===== src/rtl/mem_to_fifo.sv =====
// Replay-side read engine: walks each enabled queue's memory window in round-robin,
// issues paired reads and packs each returned pair into one queue-tagged FIFO word.
module mem_to_fifo #(
  parameter int FIFO_DATA_WIDTH = 288,
  parameter int FIFO_NUM_QUEUES = 4,
  parameter int MEM_ADDR_WIDTH  = 19,
  parameter int MEM_DATA_WIDTH  = 72,
  parameter int MAX_OUTSTANDING = 8
) (
  input  logic                       clk,
  input  logic                       rst,
  input  logic                       sw_rst,
  input  logic                       cal_done,
  input  logic                       start,
  input  logic                       enable_q0,
  input  logic                       enable_q1,
  input  logic                       enable_q2,
  input  logic                       enable_q3,
  input  logic [MEM_ADDR_WIDTH-1:0]  mem_ad_low_q0,
  input  logic [MEM_ADDR_WIDTH-1:0]  mem_ad_low_q1,
  input  logic [MEM_ADDR_WIDTH-1:0]  mem_ad_low_q2,
  input  logic [MEM_ADDR_WIDTH-1:0]  mem_ad_low_q3,
  input  logic [MEM_ADDR_WIDTH-1:0]  mem_ad_high_q0,
  input  logic [MEM_ADDR_WIDTH-1:0]  mem_ad_high_q1,
  input  logic [MEM_ADDR_WIDTH-1:0]  mem_ad_high_q2,
  input  logic [MEM_ADDR_WIDTH-1:0]  mem_ad_high_q3,
  input  logic [15:0]                replay_cnt_q0,
  input  logic [15:0]                replay_cnt_q1,
  input  logic [15:0]                replay_cnt_q2,
  input  logic [15:0]                replay_cnt_q3,
  output logic                       mem_r_n,
  output logic [MEM_ADDR_WIDTH-1:0]  mem_ad_rd,
  input  logic                       mem_rd_full,
  input  logic                       mem_rd_valid,
  input  logic [MEM_DATA_WIDTH-1:0]  mem_qrl,
  input  logic [MEM_DATA_WIDTH-1:0]  mem_qrh,
  input  logic [FIFO_NUM_QUEUES-1:0] fifo_almost_full,
  output logic                       fifo_wr_en,
  output logic [FIFO_DATA_WIDTH-1:0] fifo_data,
  output logic [1:0]                 fifo_qid,
  output logic                       busy,
  output logic [FIFO_NUM_QUEUES-1:0] done
);

  localparam int NQ    = FIFO_NUM_QUEUES;
  localparam int TAG_W = $clog2(MAX_OUTSTANDING);
  localparam int OUT_W = TAG_W + 1;
  localparam logic [OUT_W-1:0] OUT_MAX = OUT_W'(MAX_OUTSTANDING);

  typedef logic [MEM_ADDR_WIDTH-1:0] addr_t;
  typedef enum logic [1:0] {IDLE = 2'd0, RD_0 = 2'd1, RD_1 = 2'd2, DRAIN = 2'd3} state_t;

  state_t state_r, state_nxt_s;
  logic [NQ-1:0] en_r, en_in_s, elig_s;
  addr_t low_r [NQ], high_r [NQ], ptr_r [NQ];
  addr_t low_in_s [NQ], high_in_s [NQ];
  logic [15:0] cnt_r [NQ], pass_r [NQ], cnt_in_s [NQ];
  logic [1:0] last_q_r, cur_q_r, sel_q_s, cand_s;
  logic sel_found_s, all_done_s, can_cmd_s, issue0_s, issue1_s, wr_s;
  addr_t cur_ptr_s, ptr_step_s;
  logic [OUT_W-1:0] outstanding_r;
  logic [1:0] tag_mem_r [MAX_OUTSTANDING];
  logic [TAG_W-1:0] tag_wr_r, tag_rd_r;
  logic [2*MEM_DATA_WIDTH-1:0] half_r;
  logic half_valid_r;

  assign en_in_s   = {enable_q3, enable_q2, enable_q1, enable_q0};
  assign low_in_s  = '{mem_ad_low_q0, mem_ad_low_q1, mem_ad_low_q2, mem_ad_low_q3};
  assign high_in_s = '{mem_ad_high_q0, mem_ad_high_q1, mem_ad_high_q2, mem_ad_high_q3};
  assign cnt_in_s  = '{replay_cnt_q0, replay_cnt_q1, replay_cnt_q2, replay_cnt_q3};

  // Round-robin grant search starting after the last granted queue, plus issue qualifiers
  always_comb begin
    elig_s      = en_r & ~done & ~fifo_almost_full;
    all_done_s  = ((en_r & ~done) == {NQ{1'b0}});
    sel_found_s = 1'b0;
    sel_q_s     = 2'd0;
    cand_s      = 2'd0;
    for (int i = 1; i <= NQ; i++) begin
      cand_s      = last_q_r + 2'(i);
      sel_q_s     = (!sel_found_s && elig_s[cand_s]) ? cand_s : sel_q_s;
      sel_found_s = sel_found_s | elig_s[cand_s];
    end
    can_cmd_s  = !mem_rd_full && cal_done;
    issue0_s   = (state_r == RD_0) && !all_done_s && sel_found_s && can_cmd_s &&
                 (outstanding_r < OUT_MAX);
    issue1_s   = (state_r == RD_1) && can_cmd_s;
    wr_s       = mem_rd_valid && half_valid_r;
    cur_ptr_s  = ptr_r[cur_q_r];
    ptr_step_s = cur_ptr_s + addr_t'(2);
  end

  // Next-state logic
  always_comb begin
    state_nxt_s = state_r;
    case (state_r)
      IDLE:    state_nxt_s = start ? RD_0 : IDLE;
      RD_0: begin
        if (all_done_s) begin
          state_nxt_s = DRAIN;
        end else if (issue0_s) begin
          state_nxt_s = RD_1;
        end else begin
          state_nxt_s = RD_0;
        end
      end
      RD_1:    state_nxt_s = issue1_s ? RD_0 : RD_1;
      DRAIN:   state_nxt_s = (outstanding_r == {OUT_W{1'b0}}) ? IDLE : DRAIN;
      default: state_nxt_s = IDLE;
    endcase
  end

  // State register
  always_ff @(posedge clk or posedge rst) begin
    if (rst) begin
      state_r <= IDLE;
    end else if (sw_rst) begin
      state_r <= IDLE;
    end else begin
      state_r <= state_nxt_s;
    end
  end

  // Captured configuration, window pointers, pass counters, done flags and busy
  always_ff @(posedge clk or posedge rst) begin
    if (rst) begin
      en_r <= '0; low_r <= '{default: '0}; high_r <= '{default: '0}; cnt_r <= '{default: '0};
      ptr_r <= '{default: '0}; pass_r <= '{default: '0}; done <= '0; busy <= 1'b0;
      last_q_r <= 2'd0;
    end else if (sw_rst) begin
      en_r <= '0; low_r <= '{default: '0}; high_r <= '{default: '0}; cnt_r <= '{default: '0};
      ptr_r <= '{default: '0}; pass_r <= '{default: '0}; done <= '0; busy <= 1'b0;
      last_q_r <= 2'd0;
    end else begin
      if (state_r == IDLE && start) begin
        en_r     <= en_in_s;
        low_r    <= low_in_s;
        high_r   <= high_in_s;
        cnt_r    <= cnt_in_s;
        ptr_r    <= low_in_s;
        pass_r   <= '{default: '0};
        done     <= '0;
        busy     <= 1'b1;
        // Park the grant pointer on the last queue so queue 0 is served first
        last_q_r <= 2'(NQ - 1);
      end else if (state_r == DRAIN && outstanding_r == {OUT_W{1'b0}}) begin
        busy <= 1'b0;
      end
      if (issue0_s) begin
        last_q_r <= sel_q_s;
      end
      if (issue1_s) begin
        if (ptr_step_s == high_r[cur_q_r]) begin
          ptr_r[cur_q_r]  <= low_r[cur_q_r];
          pass_r[cur_q_r] <= pass_r[cur_q_r] + 16'd1;
          if (cnt_r[cur_q_r] != 16'd0 && (pass_r[cur_q_r] + 16'd1) == cnt_r[cur_q_r]) begin
            done[cur_q_r] <= 1'b1;
          end
        end else begin
          ptr_r[cur_q_r] <= ptr_step_s;
        end
      end
    end
  end

  // Registered read command and the queue owning the pair in flight
  always_ff @(posedge clk or posedge rst) begin
    if (rst) begin
      mem_r_n <= 1'b1; mem_ad_rd <= '0; cur_q_r <= 2'd0;
    end else if (sw_rst) begin
      mem_r_n <= 1'b1; mem_ad_rd <= '0; cur_q_r <= 2'd0;
    end else begin
      mem_r_n <= 1'b1;
      if (issue0_s) begin
        mem_r_n   <= 1'b0;
        mem_ad_rd <= ptr_r[sel_q_s];
        cur_q_r   <= sel_q_s;
      end else if (issue1_s) begin
        mem_r_n   <= 1'b0;
        mem_ad_rd <= cur_ptr_s + addr_t'(1);
      end
    end
  end

  // Return path: beat pairing, tag FIFO and outstanding-pair accounting
  always_ff @(posedge clk or posedge rst) begin
    if (rst) begin
      fifo_wr_en <= 1'b0; fifo_data <= '0; fifo_qid <= 2'd0; half_r <= '0; half_valid_r <= 1'b0;
      tag_mem_r <= '{default: '0}; tag_wr_r <= '0; tag_rd_r <= '0; outstanding_r <= '0;
    end else if (sw_rst) begin
      fifo_wr_en <= 1'b0; fifo_data <= '0; fifo_qid <= 2'd0; half_r <= '0; half_valid_r <= 1'b0;
      tag_mem_r <= '{default: '0}; tag_wr_r <= '0; tag_rd_r <= '0; outstanding_r <= '0;
    end else begin
      fifo_wr_en <= wr_s;
      if (mem_rd_valid) begin
        if (half_valid_r) begin
          fifo_data    <= {mem_qrh, mem_qrl, half_r};
          fifo_qid     <= tag_mem_r[tag_rd_r];
          tag_rd_r     <= tag_rd_r + TAG_W'(1);
          half_valid_r <= 1'b0;
        end else begin
          half_r       <= {mem_qrh, mem_qrl};
          half_valid_r <= 1'b1;
        end
      end
      if (issue0_s) begin
        tag_mem_r[tag_wr_r] <= sel_q_s;
        tag_wr_r            <= tag_wr_r + TAG_W'(1);
      end
      case ({issue0_s, wr_s})
        2'b10:   outstanding_r <= outstanding_r + OUT_W'(1);
        2'b01:   outstanding_r <= outstanding_r - OUT_W'(1);
        default: outstanding_r <= outstanding_r;
      endcase
    end
  end

endmodule


===== config.mk =====
export PLATFORM = sky130hd
export DESIGN_NAME = mem_to_fifo
export DESIGN_NICKNAME = d
export VERILOG_FILES = /design/src/rtl/mem_to_fifo.sv
export SDC_FILE = /design/constraint.sdc
export NUM_CORES = 2
export LEC_CHECK = 0
export ABC_CLOCK_PERIOD_IN_PS = 38000
export CELL_PAD_IN_SITES_DETAIL_PLACEMENT = 0
export CELL_PAD_IN_SITES_GLOBAL_PLACEMENT = 1
export CORE_MARGIN = 10
export CORE_UTILIZATION = 41
export DETAILED_ROUTE_END_ITERATION = 16
export GPL_TIMING_DRIVEN = 1
export PLACE_DENSITY_LB_ADDON = 0.25
export SLEW_MARGIN = 15
export SYNTH_ARGS = -nofsm -noshare
export SYNTH_HDL_FRONTEND = slang
export SYNTH_SLANG_ARGS = --single-unit

===== constraint.sdc =====
create_clock -name clk -period 38 [get_ports clk]
set_clock_uncertainty 0.15 [all_clocks]
set_input_delay 7.6 -clock clk [delete_from_list [all_inputs] [get_ports clk]]
set_output_delay 7.6 -clock clk [all_outputs]
set_load 0.03 [all_outputs]

# Word-level counts from Yosys, hierarchy flattened

Index checks and enable logic that the tools add are counted.
W data, S select, Z words.

Memories: 0
Bits in latches: 0
Bits in read-only memories: 0
Register bits: 853
Input port bits: 375
Output and inout bits: 316
Word-level logic and storage cells: 234
Bits in writable memories: 0

Shifts and indexed selects: 0
Bitwise gates (word level): 12
$add $sub $neg: 10
Multiply operators: 0
Muxes and demuxes: 112
$lt $le $gt $ge: 13
Div/mod/pow operators: 0
Reduce and logical (&&, ||, !) cells: 35
Equality and inequality tests: 8

Operator list:

| cell                    | number |
|---|---|
| $mux W288               | 3 |
| $mux W76                | 9 |
| $mux W64                | 7 |
| $mux W144               | 3 |
| $mux W19                | 12 |
| $bmux W19 S2            | 4 |
| $bwmux W76              | 2 |
| $mux W16                | 7 |
| $bmux W16 S2            | 2 |
| $bwmux W64              | 1 |
| $mux W2                 | 20 |
| $demux W19 S2           | 1 |
| $mux W4                 | 9 |
| $demux W16 S2           | 1 |
| $add A19 B1 Y19 const B | 1 |
| $add A19 B2 Y19 const B | 1 |
| $eq A19 B19 Y1          | 1 |
| $add A16 B1 Y16 const B | 1 |
| $bwmux W16              | 1 |
| $eq A16 B16 Y1          | 1 |
| $logic_and A1 B1 Y1     | 16 |
| $mux W1                 | 16 |
| $reduce_bool A16 Y1     | 1 |
| $lt A2 B3 Y1 const B    | 5 |
| 33 further kinds        | 65 |

# Depth between registers and ports, before layout

Depth after elaboration: 16
Gate-level depth with buffers: 17

# Worst setup path before layout

Ideal clock, no wire load.

Kind: input-to-reg
From: input fifo_almost_full[2]
To: register outstanding_r[3]
Setup time: 0.132 ns
Stages on the path: 11
Path slack: 28.257 ns
Buffers on the path: 1
Arrival: 9.462 ns
Path through: or2_2 > nor2b_1 > nand2_1 > and3_1 > clkbuf_1 > nor2_1 > ha_1 > a31o_2 > a31oi_1 > xor2_1 > nor2_1

Cells in the longest elaborated chain, start to end: 13
Elaborated cells between the ends (all ways): 21
Those cells by class: 2 x eq/ne; 10 x mux; 5 x bitwise; 4 x reduce/logical

Ends and longest elaborated chain:

| item                                                | line | text |
|---|---|---|
| start, declared                                     | 37   | `input logic [FIFO_NUM_QUEUES-1:0] fifo_almost_full,` |
| $not A4 Y4 (*)                                      | 74   | `elig_s = en_r & ~done & ~fifo_almost_full;` |
| $and A4 B4 Y4 (*)                                   | 74   |  |
| $bmux W1 S2                                         | 82   | `sel_found_s = sel_found_s \| elig_s[cand_s];` |
| $mux W1 (not written as such)                       | 82   |  |
| $or A1 B1 Y1 (2 in a row)                           | 82   |  |
| $or A1 B1 Y1 (*)                                    | 82   |  |
| $logic_and A1 B1 Y1 (*) (3 in a row)                | 85   | `issue0_s = (state_r == RD_0) && !all_done_s && sel_found_s && can_cmd_s &&` |
| $eq A2 B1 Y1 / $eq A2 B2 Y1 (equally long branches) | 210  | `case ({issue0_s, wr_s})` |
| $pmux W4 S2                                         | 210  |  |
| $mux W4                                             | 190  | `end else if (sw_rst) begin` |
| end signal, assigned                                | 211  | `2'b10: outstanding_r <= outstanding_r + OUT_W'(1);` |
| end signal, assigned                                | 212  | `2'b01: outstanding_r <= outstanding_r - OUT_W'(1);` |
| end signal, assigned                                | 213  | `default: outstanding_r <= outstanding_r;` |
| end, declared                                       | 61   | `logic [OUT_W-1:0] outstanding_r;` |

Mark *: on every way between the ends. The rest lies on a longest branch, timed or not. The select of a mux whose other input is x is not followed.
A chain may end at the register's enable or synchronous reset.

==> results.ini <==
[sta]
worst_pin_slew_ns = 1.15
hold_violations = 0
setup_viol = 0
max_slew_margin_pct = 23.6
finalCriticalPeriod_ns = 11.68
max_freq_mhz = 85.6
maxSlewViolCount = 0
rsz0062_at_grt = no
period_share_pct = 30.7
holdWs_ns = 0.355
setup_ws_ns = 26.32
setup_tns_ns = 0

[die]
dieArea_um2 = 111000
io_pins = 691
initial_utilization_pct = 41.4
rows = 114
die_height_um = 333
fp.coreArea_um2 = 96900
die_x_um = 333

[route]
wirelength_mm = 141
firstDrtPassIters = 5
routed_via_density = 5.40
drc = 0
ant_nets = 0
wl_per_cell_um = 22.6
drt_iter0_markers = 2914
dr_total_vias = 33700

[setup_path]
worstPathCellList = clkdlybuf4s50_1 > inv_8 > buf_4 > buf_4 > buf_4 > buf_4
path_delay_family = buffers and inverters
critPathMostFrequentCell = buf_4
r2r-end = pass_r[38]$_DFF_PP0_
worstSetupPathType = in -> async
worstPathMaxFanout = 99
reg2regPathDepth = 13
worstSetupStartpoint = rst
crit_end = cur_q_r[0]$_DFFE_PP0P_
rrSetupSlack_ns = 31.43
r2r-start = cur_q_r[0]$_DFFE_PP0P_
crit_path_top_delay_cell = buf_4
end_kind = async pin
crit_arrival_ns = 12.09
startpoint_type = primary input
worst_ep_required_time_ns = 38.41
slowest_delay_ns = 0.91
critPathBufInv = 6
path_depth = 6

[cts]
htreeDepth = 3
clk_pin_slew_ns = 0.06
clk_latency_ns = 0.69
cts.sinks = 853
cts_tree = done
post_cts_buffers = 0
cts_resized = 0
clockRootBuffer = clkbuf_16
cts_made_buffers = 97
hold_buffers = 0
cts_max_path_buffers = 3

[final_layout]
n_fill_cell = 9085
drive_gt1_share_pct = 7.61
multi_input_area_um2 = 17000
final-seq-area_um2 = 21400
final_cell_count_no_fill = 6243
final_core_util_pct = 52.4
syn2layout_area_growth_pct = 26.7
final_nets = 5269

[grt]
grt_max_degree = 187
grt.total_usage_pct = 24.8
grt_pass1_vias = 33400
gr-total-overflow = 0
grt_pass1_wl_mm = 214
antenna_found_initial = 17

[hold_path]
hold_depth = 2
min_from = done[3]$_DFF_PP0_
hold_path.class = reg -> reg

[logic_synthesis]
syn_area_per_cell_um2 = 9.11
yosysTopAreaCell = dfrtp_1
synth-simple-area-share_pct = 20.6
synth_xor_area_share_pct = 2.11
synth_compound_area_share_pct = 13.4
synthTopCellsByArea = dfrtp_1 53%, nand2_1 15%, a21oi_1 8.5%
yosys.area.top_type_share_pct = 53.2
synth_fa_ha_area_share_pct = 0.219
seq_area_frac_synth_pct = 53.3
yosysUniqueCellTypes = 68
synth_fp_nets = 4779
syn_inst = 4397
synth_common_cells = 1569 x nand2_1, 852 x dfrtp_1, 683 x a21oi_1
synth-seq-cells = 853
yosysWarnings = 0
async_reset_ff_share_pct = 100
post-synth-top-count-cell = nand2_1
synth_top_family_by_area = simple AND/OR/NAND/NOR gates
synthFlopType = dfrtp_1
synth_edf_count = 0
syn_area_um2 = 40100
synth.area.mux_share_pct = 5.96

[power]
power_density_nw_per_um2 = 43.6
leakage_nw = 20.8
vdd_drop_max_v = 0.0000331

[place]
dp_hpwl_mm = 96.4
place_ws_ns = 25.31
place.gp.congestion = 0.861
place_inst = 6063
port_buffers = 690

[status]
status = completed

[flow_run]
drv_cap = 0

-- tightest hold or removal path, delay by kind of cell (launching register included) --
kind	cells	cell delay, ns
compound gates	1	0.06
simple gates	1	0.05
flops	1	0.36
-- cell usage in the layout, fill, tap and decap left out, types with 7 or more instances in the layout --
master / n
a21oi_1: 683
nor4_1: 25
o21ai_1: 11
a31o_2: 11
a211oi_1: 88
nand3_1: 56
and2_1: 9
nand2b_1: 19
clkdlybuf4s50_1: 689
a311o_1: 32
clkbuf_8: 24
nand4_1: 10
mux4_2: 73
o21ai_0: 20
a31oi_1: 22
nand2_1: 1567
xnor2_1: 43
nor2_1: 127
inv_1: 66
o211ai_1: 10
dfrtp_1: 850
a211o_1: 32
nor4_2: 48
mux2i_1: 67
nor3_1: 19
buf_4: 51
nor2b_1: 8
or2_2: 15
ha_1: 7
clkbuf_1: 35
clkinv_2: 10
clkbuf_16: 97
xor2_1: 38
-- power breakdown --
part / internal [W] / switching, W / total (W)
clock: 0.000542 / 0.000393 / 0.000934
sequential: 0.000951 / 0.0000287 / 0.000980
combinational: 0.000108 / 0.000188 / 0.000297
-- routing by layer --
layer,share of wire [%],vias to the layer above,global-route usage [%],wire length (um)
li1,-,15700,-,-
met1,40,16700,30.7,56500
met2,48,979,40.6,67700
met3,7.0,276,6.47,9900
met4,5.1,26,11.3,7160
met5,0.11,-,0,161
-- kinds of logic (layout without fill, tap and decap cells) --
group	after synthesis	in the layout
and+or+nand+nor	1950	1950
AOI/OAI and AO/OA	935	935
DFF	853	853
buffers and inverters	420	987
muxes	145	145
xor gates and xnor gates	87	87
adders and majority gates	7	7
other	0	3
-- registers in the layout, summed over array words and instances, names as in the netlist, 16 cells and up --
register	count
mem_ad_rd	19
pass_r	64
tag_mem_r	16
fifo_data	288
low_r	76
half_r	144
high_r	76
cnt_r	64
ptr_r	76
-- stage by stage --
step	area, um^2	power [W]
global placement	47600	0.00129
global route	50800	0.00230
floorplan	40100	0.00117
finish	50800	0.00221
detailed placement	47600	0.00129
CTS	50700	0.00223
-- area by class of cell --
type | count | area share [%]
sequential | 853 | 42.1
multi-input combinational | 3124 | 33.5
timing repair buffer | 744 | 14.5
clock buffer | 156 | 5.69
tap | 1276 | 3.15
clock inverter | 20 | 0.520
inverter | 67 | 0.510
antenna | 3 | 0.0148
-- how the worst min path moves through the flow --
stage                            endpoint  slack [ns]
3_3_place_gp         pass_r[12]$_DFF_PP0_        0.34
6_report                done[3]$_DFF_PP0_        0.35
2_1_floorplan   tag_mem_r[13]$_DFFE_PP0P_        0.33
4_1_cts              pass_r[12]$_DFF_PP0_        0.36
3_5_place_dp         pass_r[12]$_DFF_PP0_        0.35
5_1_grt        fifo_data[144]$_DFFE_PP0P_        0.38
No activity file was read; power rests on OpenSTA's default activity.
